===== src/rtl/am_demod_pkg.sv =====
// Shared widths, constants, gain FSM states and output saturation for the AM demodulator chain.
package am_demod_pkg;

  localparam int DATA_W    = 14;
  localparam int AC_W      = 15;
  localparam int GAIN_W    = 12;
  localparam int GAIN_FRAC = 8;
  localparam int PROD_W    = AC_W + GAIN_W;

  localparam logic [DATA_W-1:0] MIDSCALE = 14'd8192;
  localparam logic [GAIN_W-1:0] GAIN_ONE = 12'd256;

  typedef enum logic [1:0] {IDLE, COUNT, UPDATE} gain_state_t;

  localparam logic signed [PROD_W-1:0] Y_MAX = 27'sd8191;
  localparam logic signed [PROD_W-1:0] Y_MIN = -27'sd8192;

  // Clamp a scaled product to the signed 14-bit audio range.
  function automatic logic signed [DATA_W-1:0] sat_audio(input logic signed [PROD_W-1:0] v);
    if (v > Y_MAX)
      return Y_MAX[DATA_W-1:0];
    else if (v < Y_MIN)
      return Y_MIN[DATA_W-1:0];
    else
      return v[DATA_W-1:0];
  endfunction

endpackage


===== src/rtl/peak_tracker.sv =====
// Instant-attack, exponential-decay tracker of |ac|, updated once per valid sample.
module peak_tracker
  import am_demod_pkg::*;
#(
  parameter int DECAY_SHIFT = 10
) (
  input  logic                   sys_clk,
  input  logic                   sys_rst,
  input  logic                   in_valid,
  input  logic signed [AC_W-1:0] ac,
  output logic [DATA_W-1:0]      peak
);

  logic [AC_W-1:0]   ac_abs;
  logic [DATA_W-1:0] mag;

  // Only -16384 produces a magnitude that needs bit 14; it saturates to 16383.
  always_comb begin
    ac_abs = ac[AC_W-1] ? $unsigned(-ac) : $unsigned(ac);
    mag    = ac_abs[AC_W-1] ? '1 : ac_abs[DATA_W-1:0];
  end

  always_ff @(posedge sys_clk or posedge sys_rst) begin
    if (sys_rst)
      peak <= '0;
    else if (in_valid) begin
      if (mag > peak)
        peak <= mag;
      else
        peak <= peak - (peak >> DECAY_SHIFT);
    end
  end

endmodule


===== src/rtl/am_envelope_agc.sv =====
// DC removal, frame-based AGC and 3-stage gain pipeline turning the FIR envelope into offset-binary DAC codes.
module am_envelope_agc
  import am_demod_pkg::*;
#(
  parameter int DC_SHIFT    = 12,
  parameter int FRAME_LEN   = 4096,
  parameter int DECAY_SHIFT = 10,
  parameter int TARGET      = 6000,
  parameter int HYST        = 400,
  parameter int GAIN_MIN    = 64,
  parameter int GAIN_MAX    = 4095
) (
  input  logic              sys_clk,
  input  logic              sys_rst,
  input  logic              in_valid,
  input  logic [DATA_W-1:0] in_data,
  output logic              out_valid,
  output logic [DATA_W-1:0] da_data,
  output logic [GAIN_W-1:0] gain,
  output logic [DATA_W-1:0] peak
);

  localparam int ACC_W = DATA_W + DC_SHIFT;
  localparam int CNT_W = (FRAME_LEN > 1) ? $clog2(FRAME_LEN) : 1;
  localparam logic [ACC_W-1:0]  ACC_RESET = ACC_W'(MIDSCALE) << DC_SHIFT;
  localparam logic [CNT_W-1:0]  CNT_LAST  = CNT_W'(FRAME_LEN - 1);
  localparam logic [DATA_W-1:0] PEAK_HI   = DATA_W'(TARGET + HYST);
  localparam logic [DATA_W-1:0] PEAK_LO   = DATA_W'(TARGET - HYST);
  localparam logic [GAIN_W-1:0] G_MIN     = GAIN_W'(GAIN_MIN);
  localparam logic [GAIN_W-1:0] G_MAX     = GAIN_W'(GAIN_MAX);

  logic [ACC_W-1:0]           acc, acc_next;
  logic [DATA_W-1:0]          dc;
  logic signed [AC_W-1:0]     ac_now, ac_r;
  logic signed [PROD_W-1:0]   prod_full, prod_r, y_full;
  logic signed [DATA_W-1:0]   y_sat;
  logic                       v1, v2;
  gain_state_t                state, state_next;
  logic [CNT_W-1:0]           frame_cnt, cnt_next;
  logic [GAIN_W-1:0]          gain_next;

  always_comb begin
    dc        = acc[ACC_W-1:DC_SHIFT];
    ac_now    = $signed({1'b0, in_data}) - $signed({1'b0, dc});
    acc_next  = acc + ACC_W'(in_data) - ACC_W'(dc);
    prod_full = PROD_W'(ac_r) * PROD_W'($signed({1'b0, gain}));
    y_full    = prod_r >>> GAIN_FRAC;
    y_sat     = sat_audio(y_full);
  end

  // Data registers advance only with their stage's valid; the valid bits always shift so gaps drain out.
  always_ff @(posedge sys_clk or posedge sys_rst) begin
    if (sys_rst) begin
      acc       <= ACC_RESET;
      ac_r      <= '0;
      prod_r    <= '0;
      v1        <= 1'b0;
      v2        <= 1'b0;
      out_valid <= 1'b0;
      da_data   <= MIDSCALE;
    end else begin
      v1        <= in_valid;
      v2        <= v1;
      out_valid <= v2;
      if (in_valid) begin
        acc  <= acc_next;
        ac_r <= ac_now;
      end
      if (v1)
        prod_r <= prod_full;
      if (v2)
        da_data <= {~y_sat[DATA_W-1], y_sat[DATA_W-2:0]};
    end
  end

  peak_tracker #(
    .DECAY_SHIFT(DECAY_SHIFT)
  ) u_peak (
    .sys_clk (sys_clk),
    .sys_rst (sys_rst),
    .in_valid(in_valid),
    .ac      (ac_now),
    .peak    (peak)
  );

  always_ff @(posedge sys_clk or posedge sys_rst) begin
    if (sys_rst) begin
      state     <= IDLE;
      frame_cnt <= '0;
      gain      <= GAIN_ONE;
    end else begin
      state     <= state_next;
      frame_cnt <= cnt_next;
      gain      <= gain_next;
    end
  end

  // A sample arriving in UPDATE is counted as the first of the next frame.
  always_comb begin
    state_next = state;
    cnt_next   = frame_cnt;
    gain_next  = gain;
    case (state)
      IDLE:   state_next = IDLE;
      COUNT:  state_next = COUNT;
      UPDATE: begin
        state_next = COUNT;
        if (peak > PEAK_HI)
          gain_next = (gain > G_MIN) ? gain - GAIN_W'(1) : G_MIN;
        else if (peak < PEAK_LO)
          gain_next = (gain < G_MAX) ? gain + GAIN_W'(1) : G_MAX;
      end
      default: state_next = IDLE;
    endcase
    if (in_valid) begin
      if (frame_cnt == CNT_LAST) begin
        cnt_next   = '0;
        state_next = UPDATE;
      end else begin
        cnt_next   = frame_cnt + CNT_W'(1);
        state_next = COUNT;
      end
    end
  end

endmodule


===== config.mk =====
export PLATFORM = sky130hd
export DESIGN_NAME = am_envelope_agc
export DESIGN_NICKNAME = d
export VERILOG_FILES = /design/src/rtl/am_demod_pkg.sv /design/src/rtl/peak_tracker.sv /design/src/rtl/am_envelope_agc.sv
export SDC_FILE = /design/constraint.sdc
export NUM_CORES = 1
export LEC_CHECK = 0
export BUFFER_PORTS_ARGS = -buffer_cell sky130_fd_sc_hd__buf_4
export CAP_MARGIN = 20
export CORE_MARGIN = 2
export CORE_UTILIZATION = 59
export CTS_BUF_LIST = sky130_fd_sc_hd__clkbuf_2 sky130_fd_sc_hd__clkbuf_4 sky130_fd_sc_hd__clkbuf_8
export DETAILED_ROUTE_END_ITERATION = 8
export HOLD_SLACK_MARGIN = 0.03
export PLACE_DENSITY_LB_ADDON = 0.12
export SETUP_SLACK_MARGIN = 0.3
export SYNTH_ARGS = -nofsm -noshare
export SYNTH_HDL_FRONTEND = slang
export SYNTH_SLANG_ARGS = --single-unit

===== constraint.sdc =====
create_clock -name sys_clk -period 6.2 [get_ports sys_clk]
set_input_delay 1.24 -clock sys_clk [delete_from_list [all_inputs] [get_ports sys_clk]]
set_output_delay 1.24 -clock sys_clk [all_outputs]
set_load 0.02 [all_outputs]

### Word level (Yosys, flattened, before mapping)

Cells that the tools add are included.
Widths: inputs -> output; s select.

* bits in registers: 125
* logic and storage cells: 47

* add/subtract/negate cells: 8
* multiply operators: 1
* order comparisons: 7
* eq/ne operators: 3
* multiplexer cells: 13
* bitwise operators: 1
* reductions and logical operators: 3

Operators by type and width (number)
* $mux 12: 5
* $mux 14: 4
* $mul 15x13->27: 1
* $add 26x14->26: 1
* $sub 26x14->26: 1
* $add 12x1->12 const B: 2
* $gt 19x14->1 const B: 1
* $lt 19x14->1 const B: 1
* $mux 15: 1
* $neg 15->15: 1
* $sub 14x14->15: 1
* $gt 14x13->1 const B: 1
* $gt 14x14->1: 1
* $lt 14x13->1 const B: 1
* $sub 14x4->14: 1
* $eq 12x12->1 const B: 1
* $gt 12x7->1 const B: 1
* $lt 12x12->1 const B: 1
* $sub 12x1->12 const B: 1
* $mux 2: 2
* $eq 2x1->1 const B: 1
* $eq 2x2->1 const B: 1
* $reduce_and 2->1: 1
* $reduce_bool 2->1: 1
* other kinds (3): 3

### Logic depth before layout (Yosys ltp)

Gate-level depths: netlist (run 1).

* word-level depth: 6
* depth in mapped cells: 24

### By module

Synthesis (run 1) repeated with hierarchy kept, for this count alone.

* cells, all modules: 1718
* area total of the unflattened synthesis: 15021.9 µm²

Modules (own cells, without submodules)
* am_envelope_agc: times used 1, cells an instance 1499, area each 13315.3 µm², seq. area each 2581.2 µm²
* peak_tracker: times used 1, cells an instance 219, area each 1706.6 µm², seq. area each 350.3 µm²

### Least setup slack after synthesis (run 1)

No wires, ideal clock.

* kind: reg-to-reg
* start point: register gain[8]
* end point: register prod_r[24]
* arrival: 6.061 ns
* data required time: 6.075 ns
* path slack: 0.015 ns
* cell stages (with the launch flop): 23
* path buffers: 3
* period minus slack after synthesis: 6.185 ns
* cell sequence: dfstp_2 -> clkbuf_1 -> clkbuf_1 -> clkbuf_1 -> nand2_1 -> fa_1 -> inv_1 -> fa_1 -> fa_1 -> fa_1 -> inv_1 -> fa_1 -> inv_1 -> ha_1 -> a21oi_1 -> a21oi_1 -> o311ai_0 -> nand3_1 -> nand3_1 -> nand3b_1 -> a21oi_1 -> xnor2_1 -> mux2_2

* cells in the longest elaborated chain, start to end: 1

RTL lines
* start, declared: RTL line am_envelope_agc.sv:19 `output logic [GAIN_W-1:0] gain,`
* start signal, assigned: RTL line am_envelope_agc.sv:94 `gain <= gain_next;`
* $mul 15x13->27: RTL line am_envelope_agc.sv:46 `prod_full = PROD_W'(ac_r) * PROD_W'($signed({1'b0, gain}));`
* end signal, assigned: RTL line am_envelope_agc.sv:70 `prod_r <= prod_full;`
* end, declared: RTL line am_envelope_agc.sv:35 `logic signed [PROD_W-1:0] prod_full, prod_r, y_full;`

Every way passes these cells.
A chain may end at the register's enable or synchronous reset.

### Worst setup path after layout (run 1)

* start point: register ac_r[9]
* end point: register prod_r[24]

* cells in the longest elaborated chain, start to end: 1

RTL lines
* start, declared: RTL line am_envelope_agc.sv:34 `logic signed [AC_W-1:0] ac_now, ac_r;`
* start signal, assigned: RTL line am_envelope_agc.sv:67 `ac_r <= ac_now;`
* $mul 15x13->27: RTL line am_envelope_agc.sv:46

Every way passes these cells.

==> metrics.csv, run 1 <==
stage,metric,value,unit
synth,yosysTopAreaCellShare,0.2390,
synth,async_reset_ff_frac,1.000,
grt,grt_pass1_vias,12270,
clocking,cts_buffers,17,
place,dp_hpwl,27420,um
worst_setup_path,ff2ff_path_depth,21,
timing,hold_viol_final,0,
finish,layout.nets,2093,
status,outcome,"complete, no violations",
place,detailedPlace.worstSlack,0.1707,ns
timing,tightest_slew,1.037,ns
synth,synthFlopType,dfrtp_1,
clocking,clk_latency,0.45,ns
place,port_buffers,57,
synth,syn-cell-area,0.01508,sq mm
timing,layout_min_cycle_time,5.697,ns
timing,drv_slew,0,
worst_setup_path,crit_start,ac_r[9],
worst_setup_path,worst_path_largest_cell_delay,0.55,ns
die,dieWidth,163.9,um
grt,grt_pass1_wl,60010,um
detailed_routing,antenna_left,0,
synth,ys_types,81,
clocking,clockRootBuffer,clkbuf_8,
worst_setup_path,critPathRequiredTime,6.53,ns
die,initial_core_util,0.6004,
timing,rsz0062_at_grt,true,
timing,fin_skew,0.02003,ns
grt,grt_max_degree,86,
flow_run,max_cap_violations,0,
power,combPwrFrac,0.755,
power,power_frac_seq,0.164,
grt,antenna_found_initial,0,
worst_setup_path,worstPathCellList,and2_1 -> fa_1 -> inv_1 -> fa_1 -> inv_1 -> fa_1 -> fa_1 -> inv_1 -> fa_1 -> inv_1 -> ha_1 -> inv_1 -> a211oi_2 -> o311ai_1 -> buf_4 -> nand3_2 -> nand3_2 -> nand3b_1 -> a21oi_1 -> xnor2_1 -> mux2_2,
worst_setup_path,crit_path_end_kind,flop,
worst_setup_path,reg2reg_to,prod_r[24],
detailed_routing,via_per_inst,5.663,
place,gp_congestion,0.9150,
power,power_frac_clock,0.081,
timing,relSlewSlack,0.3087,
worst_setup_path,crit_fanout,8,
detailed_routing,vias,11990,
die,io_pins,58,
die,die_area,0.02685,sq mm
detailed_routing,drt_iter0_drc,822,
finish,layout-drive-gt1-share,0.1180,
power,vdd_ir_drop_max,556.2,uV
grt,gr-total-overflow,0,
timing,setup_viol,0,
clocking,cts_tree,yes,
power,power.leakage,8.188,nW
power,p_sw,4.957,mW
worst_setup_path,cp-start-kind,flop,
finish,area_delta_synth_final,9.196,%
worst_setup_path,crit_path_end,prod_r[24],
synth,yosysSeqAreaShare,0.1945,
synth,synth_cells,1725,
worst_setup_path,cp_slowest_cell,fa_1,
timing,worst_slack,0.5032,ns
detailed_routing,first_pass_iters,6,
finish,final_common_cell,inv_1,
worst_setup_path,worstSetupPathType,reg -> reg,
clocking,postCtsHoldBufs,0,
timing,max_freq,0.1755,GHz
finish,num_antenna_cells,0,
finish,n_fill_cell,2160,
synth,synth.avg_cell_area,8.740,sq um
synth,yosysTopAreaCell,fa_1,
worst_setup_path,cp_data_arrival_time,6.03,ns
synth,synth_nets,2043,
die,core_area,0.02511,sq mm
synth,synth_area_leaders,"fa_1 24%, dfrtp_1 19%, ha_1 10%",
worst_setup_path,rrSetupSlack,0.50,ns
power,intPower,4.553,mW
synth,ys_ff_latch,117,
synth,synth_edf_count,0,
clocking,clk_pin_slew,0.09,ns
power,p_sw_frac,0.5213,
timing,setup_tns,0,ns
die,fp-row-count,58,
worst_hold_path,min_path_type,reg -> reg,
clocking,clock-sinks,117,
detailed_routing,drt_wl_total,35440,um
synth,yosysWarnings,0,
power,power_density,577.7,mW/mm^2
clocking,cts_max_level,4,
die,dieHeight,163.9,um
detailed_routing,route.detailed.wl_per_inst,16.73,um
grt,grt.total_usage,0.2813,
worst_setup_path,r2r-start,ac_r[9],
finish,most-common-layout-cells,"338 x inv_1, 180 x fa_1, 168 x nand2_1",
clocking,cts_buffer_depth,2,
timing,final.period_utilization,0.9188,
detailed_routing,drc_errors,0,
-- state kept, by name (all words and copies together) (netlist names) --
signal       cells
acc             26
prod_r          19
ac_r            15
da_data         14
u_peak.peak     14
frame_cnt       12
gain            12
state            2
out_valid        1
v1               1
v2               1
-- worst min path at each step --
| stage | from | endpoint | slack, ns | cells after the start |
|---|---|---|---|---|
| floorplan | v2 | out_valid | 0.35 | 0 |
| global placement | da_data[13] | da_data[13] | 0.45 | 2 |
| detailed placement | frame_cnt[8] | frame_cnt[8] | 0.46 | 1 |
| CTS | frame_cnt[8] | frame_cnt[8] | 0.47 | 1 |
| global route | frame_cnt[10] | frame_cnt[10] | 0.50 | 1 |
| finish | frame_cnt[10] | frame_cnt[10] | 0.47 | 1 |
-- metrics by stage --
stage / power (mW) / cells / util / area (sq um) / hold WS, ns
2_1_floorplan: 6.817 / 1725 / - / 15080 / 0.3519
3_3_place_gp: 8.344 / 2078 / 0.6330 / 15900 / 0.4542
3_5_place_dp: 8.557 / 2078 / 0.6330 / 15900 / 0.4611
4_1_cts: 9.398 / 2110 / 0.6493 / 16300 / 0.4739
5_1_grt: 10.52 / 2118 / 0.6556 / 16460 / 0.4955
6_report: 9.510 / 2118 / 0.6556 / 16460 / 0.4728
-- worst max-delay path, delay by kind of cell (launching register included) --
kind / cells / cell delay, ns
flip-flops: 1 / 0.52
buffers and inverters: 6 / 0.61
AND/OR/NAND/NOR: 4 / 0.59
multiplexers: 1 / 0.27
XOR/XNOR: 1 / 0.08
adder cells (fa/ha/maj): 6 / 2.93
AO/OA/AOI/OAI: 3 / 0.60
-- power groups by stage --
| stage | logic [mW] | clock network, mW | registers (mW) |
|---|---|---|---|
| global route | 8.09 | 0.816 | 1.61 |
| finish | 7.18 | 0.768 | 1.56 |
| floorplan | 5.37 | 0 | 1.44 |
| CTS | 7.06 | 0.785 | 1.56 |
| global placement | 6.78 | 0 | 1.56 |
| detailed placement | 6.99 | 0 | 1.57 |
-- Yosys cell counts, types with 17 or more instances --
cell type and number:
ha_1 121, nor2_1 71, inv_1 339, o211ai_1 18, nand3_1 35, xnor2_1 43
clkbuf_1 56, and3_1 17, nand2_1 168, nor3_1 23, o21ai_0 88, nor4_1 18
dfrtp_1 114, fa_1 180, and2_1 96, mux2_2 27, a21oi_1 62, xor2_1 32
-- area by class of cell --
class	count	area [sq um]	area share
Multi-Input combinational cell	1202	10660	0.6477
Sequential cell	117	2953	0.1794
Inverter	339	1275	0.07745
Timing Repair Buffer	98	755.7	0.04591
Tap cell	330	412.9	0.02508
Clock buffer	17	234.0	0.01421
Clock inverter	15	168.9	0.01026
-- routing by layer --
metal  GRT usage  wire length (um)
met4     0.08533               741
met3     0.03030              1576
met5           0                 0
met2      0.4968             17770
met1      0.3654             15350
-- cell families after synthesis --
logic type	Yosys count	share of synthesized area
and+or+nand+nor	495	0.1660
DFF	117	0.1945
xor gates and xnor gates	77	0.04573
muxes	36	0.02614
adders and majority gates	301	0.3394
buffers and inverters	406	0.1024
AOI/OAI and AO/OA	293	0.1258
-- timing repair --
action                                  in CTS  in global routing
gates resized for setup                      4                 22
setup buffers                                0                  7
pin swaps                                    0                  1
endpoints found under the setup margin       2                 11
No activity file was read; power rests on OpenSTA's default activity.
==> run 2: changes to the inputs <==
Settings changed: MAX_ROUTING_LAYER set to met4.
==> metrics.csv, run 2 (same netlist as run 1, synthesis figures left out) <==
stage,metric,value,unit,change
worst_setup_path,ff2ff_path_depth,19,,was 21
finish,num_antenna_cells,0,,unchanged
worst_setup_path,critPathRequiredTime,6.49,ns,was 6.53 ns
timing,rsz0062_at_grt,true,,unchanged
power,intPower,4.558,mW,was 4.553 mW
power,power_frac_clock,0.077,,was 0.081
power,p_sw_frac,0.5226,,was 0.5213
die,dieWidth,163.9,um,unchanged
die,die_area,0.02685,sq mm,unchanged
finish,layout.nets,2105,,was 2093
worst_setup_path,cp-start-kind,flop,,unchanged
timing,whs,0.4677,ns,was 0.4728 ns
flow_run,max_cap_violations,0,,unchanged
place,port_buffers,57,,unchanged
worst_hold_path,min_path_type,reg -> reg,,unchanged
grt,gr-total-overflow,0,,unchanged
power,power_frac_seq,0.161,,was 0.164
clocking,clock-sinks,117,,unchanged
finish,most-common-layout-cells,"337 x inv_1, 180 x fa_1, 168 x nand2_1",,"was 338 x inv_1, 180 x fa_1, 168 x nand2_1"
timing,hold_viol_final,0,,unchanged
place,gp_congestion,0.9086,,was 0.9150
worst_hold_path,holdPathStages,1,,unchanged
detailed_routing,route.detailed.wl_per_inst,16.86,um,was 16.73 um
grt,grt_pass1_wl,59930,um,was 60010 um
detailed_routing,antenna_left,0,,unchanged
grt,grt_max_degree,86,,unchanged
timing,relSlewSlack,0.2920,,was 0.3087
finish,final_area,0.01657,sq mm,was 0.01646 sq mm
place,dp_hpwl,27590,um,was 27420 um
die,dieHeight,163.9,um,unchanged
timing,fin_skew,0.01842,ns,was 0.02003 ns
clocking,clk_pin_slew,0.10,ns,was 0.09 ns
die,fp-row-count,58,,unchanged
die,initial_core_util,0.6004,,unchanged
place,detailedPlace.worstSlack,0.1808,ns,was 0.1707 ns
detailed_routing,via_per_inst,5.625,,was 5.663
finish,final_cells,2130,,was 2118
grt,met1_usage,0.3665,,was 0.3654
detailed_routing,drt_iter0_drc,864,,was 822
worst_setup_path,worstSetupPathType,reg -> reg,,unchanged
clocking,cts_buffers,17,,unchanged
timing,final.period_utilization,0.9154,,was 0.9188
detailed_routing,first_pass_iters,5,,was 6
clocking,clk_latency,0.45,ns,about the same
worst_setup_path,crit_fanout,13,,was 8
power,combPwrFrac,0.762,,was 0.755
grt,top_usage_layer,met2,,unchanged
place,place_area,0.01591,sq mm,was 0.01590 sq mm
timing,drv_slew,0,,unchanged
finish,utilization,0.6598,,was 0.6556
die,core_area,0.02511,sq mm,unchanged
grt,grt.total_usage,0.2881,,was 0.2813
grt,grt_pass1_vias,12310,,was 12270
finish,layout-drive-gt1-share,0.1261,,was 0.1180
grt,antenna_found_initial,0,,unchanged
power,p_total,9.546,mW,was 9.510 mW
die,io_pins,58,,unchanged
finish,largest_reg_flops,26,,unchanged
clocking,clockRootBuffer,clkbuf_8,,unchanged
clocking,cts_buffer_depth,2,,unchanged
finish,area_delta_synth_final,9.893,%,was 9.196%
place,placed_cells,2080,,was 2078
timing,tightest_slew,1.062,ns,was 1.037 ns
grt,grtUsageMet2,0.4916,,was 0.4968
clocking,cts_max_level,4,,unchanged
power,vdd_ir_drop_max,617.8,uV,was 556.2 uV
detailed_routing,drt_wl_total,35920,um,was 35440 um
timing,worst_slack,0.5247,ns,was 0.5032 ns
timing,layout_min_cycle_time,5.675,ns,was 5.697 ns
finish,final_common_cell,inv_1,,unchanged
detailed_routing,vias,11980,,was 11990
finish,top_register,acc,,unchanged
power,power.leakage,8.253,nW,was 8.188 nW
worst_setup_path,cp_data_arrival_time,5.96,ns,was 6.03 ns
timing,max_freq,0.1762,GHz,was 0.1755 GHz
worst_setup_path,crit_path_end_kind,flop,,unchanged
timing,setup_viol,0,,unchanged
timing,setup_tns,0,ns,unchanged
finish,reg_top3,"acc (26), prod_r (19), ac_r (15)",,unchanged
power,p_sw,4.988,mW,was 4.957 mW
grt,met3_usage,0.03889,,was 0.03030
status,outcome,"complete, no violations",,unchanged
detailed_routing,drc_errors,0,,unchanged
power,power_density,576.2,mW/mm^2,was 577.7 mW/mm^2
clocking,cts_tree,yes,,unchanged
-- run 2: path summary, 6_finish.rpt --
path	slack (ns)	start	to
worst max register to register	0.52	gain[8]	prod_r[26]
min in group asynchronous	0.80	sys_rst	prod_r[23]
worst min-delay path	0.47	frame_cnt[8]	frame_cnt[8]
worst min register to register	0.47	frame_cnt[8]	frame_cnt[8]
max in group asynchronous	4.14	sys_rst	gain[9]
worst max-delay path	0.52	gain[8]	prod_r[26]
-- run 2: worst max-delay path, stage by stage (launching register included) --
cell and delay (ns):
dfstp_4 0.68, buf_4 0.18, buf_6 0.18, and2_1 0.21, inv_1 0.07, fa_1 0.57
inv_1 0.13, fa_1 0.50, inv_1 0.05, fa_1 0.51, fa_1 0.52, fa_1 0.54
inv_1 0.04, ha_1 0.34, or2_2 0.31, a21oi_1 0.19, a31oi_2 0.07, a21oi_1 0.19
xnor2_1 0.13, a21oi_1 0.08
-- run 2: final cells by class --
type                    instances  area, sq um
inverters                     339         1275
clock buffers                  17        234.0
clock inverters                15        142.6
repair buffers                110        862.1
fillers                      2111         8542
multi-input cells            1202        10690
flip-flops and latches        117         2953
well taps                     330        412.9
-- run 2: routing by layer --
metal / part of all wire / up-vias / wire (um)
met4: 0.019 / 0 / 670
met5: 0 / - / 0
met3: 0.049 / 53 / 1769
li1: - / 5696 / -
met2: 0.50 / 357 / 18070
met1: 0.43 / 5875 / 15410
-- run 2: power by group through the flow --
stage                     registers, mW  logic, mW  clock network [mW]
after global placement             1.54       6.84                   0
after detailed placement           1.54       7.06                   0
final                              1.54       7.28               0.734
after CTS                          1.53       7.11               0.746
after floorplan                    1.44       5.37                   0
after global routing               1.58       8.22               0.775
-- run 2: repair_timing --
| item | CTS | global route |
|---|---|---|
| setup endpoints to repair | 3 | 11 |
| endpoints found under the hold margin | 0 | 0 |
| gates cloned | 0 | 0 |
| hold buffers | 0 | 0 |
| buffers inserted | 0 | 17 |
| gates resized for setup | 1 | 33 |
| pin swaps | 0 | 4 |
==> run 3: changes to the inputs <==
Settings changed: PLACE_DENSITY set to 0.89, PLACE_DENSITY_LB_ADDON 0.12 to unset.
==> metrics.csv, run 3 (same netlist as run 1, synthesis figures left out) <==
stage,metric,value,unit,change
clocking,clk_pin_slew,0.08,ns,was 0.10 ns
finish,num_antenna_cells,0,,unchanged
die,fp-row-count,58,,unchanged
grt,grt_pass1_wl,61890,um,was 59930 um
finish,most-common-layout-cells,"338 x inv_1, 180 x fa_1, 168 x nand2_1",,"was 337 x inv_1, 180 x fa_1, 168 x nand2_1"
detailed_routing,drt_wl_total,36610,um,was 35920 um
worst_setup_path,crit_path_end_kind,flop,,unchanged
timing,worst_slack,0.4649,ns,was 0.5247 ns
worst_setup_path,critPathBufInv,3,,was 6
place,dp_hpwl,28310,um,was 27590 um
clocking,cts_max_level,4,,unchanged
detailed_routing,drc_errors,0,,unchanged
clocking,clockRootBuffer,clkbuf_8,,unchanged
place,port_buffers,57,,unchanged
grt,grt_pass1_vias,12990,,was 12310
grt,met1_usage,0.3701,,was 0.3665
worst_hold_path,holdPathStages,1,,unchanged
clocking,cts_buffer_depth,2,,unchanged
place,detailedPlace.worstSlack,0.1434,ns,was 0.1808 ns
timing,setup_tns,0,ns,unchanged
finish,top_register,acc,,unchanged
finish,layout.nets,2092,,was 2105
detailed_routing,drt_iter0_drc,1158,,was 864
grt,grt.total_usage,0.3000,,was 0.2881
clocking,clk_latency,0.47,ns,was 0.45 ns
timing,final.period_utilization,0.9250,,was 0.9154
grt,met3_usage,0.05152,,was 0.03889
grt,top_usage_layer,met2,,unchanged
die,core_area,0.02511,sq mm,unchanged
timing,tightest_slew,1.049,ns,was 1.062 ns
timing,setup_viol,0,,unchanged
finish,largest_reg_flops,26,,unchanged
detailed_routing,first_pass_iters,6,,was 5
timing,relSlewSlack,0.3005,,was 0.2920
timing,max_freq,0.1744,GHz,was 0.1762 GHz
clocking,cts_buffers,17,,unchanged
grt,grt_max_degree,85,,was 86
worst_setup_path,crit_fanout,10,,was 13
worst_setup_path,cp_data_arrival_time,6.07,ns,was 5.96 ns
detailed_routing,vias,12370,,was 11980
grt,antenna_found_initial,0,,unchanged
finish,reg_top3,"acc (26), prod_r (19), ac_r (15)",,unchanged
detailed_routing,route.detailed.wl_per_inst,17.29,um,was 16.86 um
worst_setup_path,worstPathCellList,nand2_1 -> fa_1 -> inv_1 -> fa_1 -> fa_1 -> fa_1 -> inv_1 -> fa_1 -> inv_1 -> ha_1 -> a21oi_1 -> a21oi_1 -> o311ai_2 -> nand3_2 -> nand3_2 -> nand3b_1 -> a21oi_1 -> xnor2_1 -> mux2_2,,was buf_4 -> buf_6 -> and2_1 -> inv_1 -> fa_1 -> inv_1 -> fa_1 -> inv_1 -> fa_1 -> fa_1 -> fa_1 -> inv_1 -> ha_1 -> or2_2 -> a21oi_1 -> a31oi_2 -> a21oi_1 -> xnor2_1 -> a21oi_1
die,die_area,0.02685,sq mm,unchanged
worst_setup_path,worst_path_largest_cell_delay,0.69,ns,was 0.68 ns
finish,seq_area,0.002949,sq mm,was 0.002953 sq mm
clocking,cts_tree,yes,,unchanged
die,io_pins,58,,unchanged
timing,rsz0062_at_grt,false,,was true
worst_setup_path,cp_top_family,adder cells,,unchanged
place,gp_congestion,0.9363,,was 0.9086
timing,drv_slew,0,,unchanged
die,dieWidth,163.9,um,unchanged
worst_setup_path,crit_cells,19,,unchanged
finish,n_fill_cell,1975,,was 2111
worst_setup_path,worstSetupPathType,reg -> reg,,unchanged
worst_setup_path,cp-start-kind,flop,,unchanged
die,dieHeight,163.9,um,unchanged
grt,gr-total-overflow,0,,unchanged
worst_setup_path,ff2ff_path_depth,19,,unchanged
die,initial_core_util,0.6004,,unchanged
timing,layout_min_cycle_time,5.735,ns,was 5.675 ns
finish,area_delta_synth_final,8.623,%,was 9.893%
finish,utilization,0.6522,,was 0.6598
timing,hold_viol_final,0,,unchanged
worst_setup_path,critPathRequiredTime,6.53,ns,was 6.49 ns
power,vdd_ir_drop_max,409.1,uV,was 617.8 uV
finish,multi_input_area,0.01064,sq mm,was 0.01069 sq mm
timing,fin_skew,0.02322,ns,was 0.01842 ns
worst_setup_path,path_common_cell,fa_1,,unchanged
finish,layout-drive-gt1-share,0.1136,,was 0.1261
clocking,clock-sinks,117,,unchanged
power,power.leakage,8.147,nW,was 8.253 nW
detailed_routing,antenna_left,0,,unchanged
worst_hold_path,min_path_type,reg -> reg,,unchanged
power,power_density,579.6,mW/mm^2,was 576.2 mW/mm^2
status,outcome,"complete, no violations",,unchanged
detailed_routing,via_per_inst,5.843,,was 5.625
finish,final_common_cell,inv_1,,unchanged
worst_setup_path,cp_slowest_cell,dfstp_4,,unchanged
flow_run,max_cap_violations,0,,unchanged
grt,grtUsageMet2,0.4864,,was 0.4916
[run 3: cell types whose count changed in the layout (fill, tap and decap cells not counted), sizes merged]
cell / delta
buf: -13
bufinv: -1
clkbuf: +2
clkinv: +3
inv: -4
[run 3: final cells by class]
class,instances,area share
tap,330,0.02521
clock inverter,13,0.006189
multi-input combinational,1202,0.6500
timing repair buffer,97,0.04508
sequential,117,0.1801
clock buffer,19,0.01559
inverter,339,0.07786
[run 3: worst paths after layout]
kind                              start       endpoint  slack, ns
setup / recovery                gain[8]     prod_r[24]       0.46
hold / removal             frame_cnt[8]   frame_cnt[8]       0.47
setup reg to reg                gain[8]     prod_r[24]       0.46
hold reg to reg            frame_cnt[8]   frame_cnt[8]       0.47
max in group asynchronous       sys_rst       ac_r[11]       3.94
min in group asynchronous       sys_rst  frame_cnt[10]       1.02
[run 3: repair_timing]
action / CTS / global route
resized for setup: 3 / 16
pin swaps: 0 / 2
setup endpoints to repair: 4 / 8
setup buffers: 1 / 4
hold buffers: 0 / 0
[run 3: where the power goes]
part           total [mW]  internal (mW)  switching [mW]
sequential           1.55           1.12           0.426
combinational        7.27           3.06            4.21
clock               0.669          0.296           0.373
[run 3: metal layers]
layer / vias to the layer above / wire length, um / share of wire
li1: 5687 / - / -
met1: 6045 / 14890 / 0.41
met2: 520 / 17720 / 0.48
met3: 118 / 2598 / 0.071
met4: 0 / 1403 / 0.038
met5: - / 0 / 0
[run 3: stage by stage]
stage	area [sq um]	power, mW	cells	hold slack (ns)
final	16380	9.491	2117	0.4729
after CTS	16270	9.359	2112	0.4749
after detailed placement	15900	8.622	2079	0.4595
after global routing	16380	10.46	2117	0.4838
after global placement	15900	8.280	2079	0.4524
after floorplan	15080	6.817	1725	0.3519
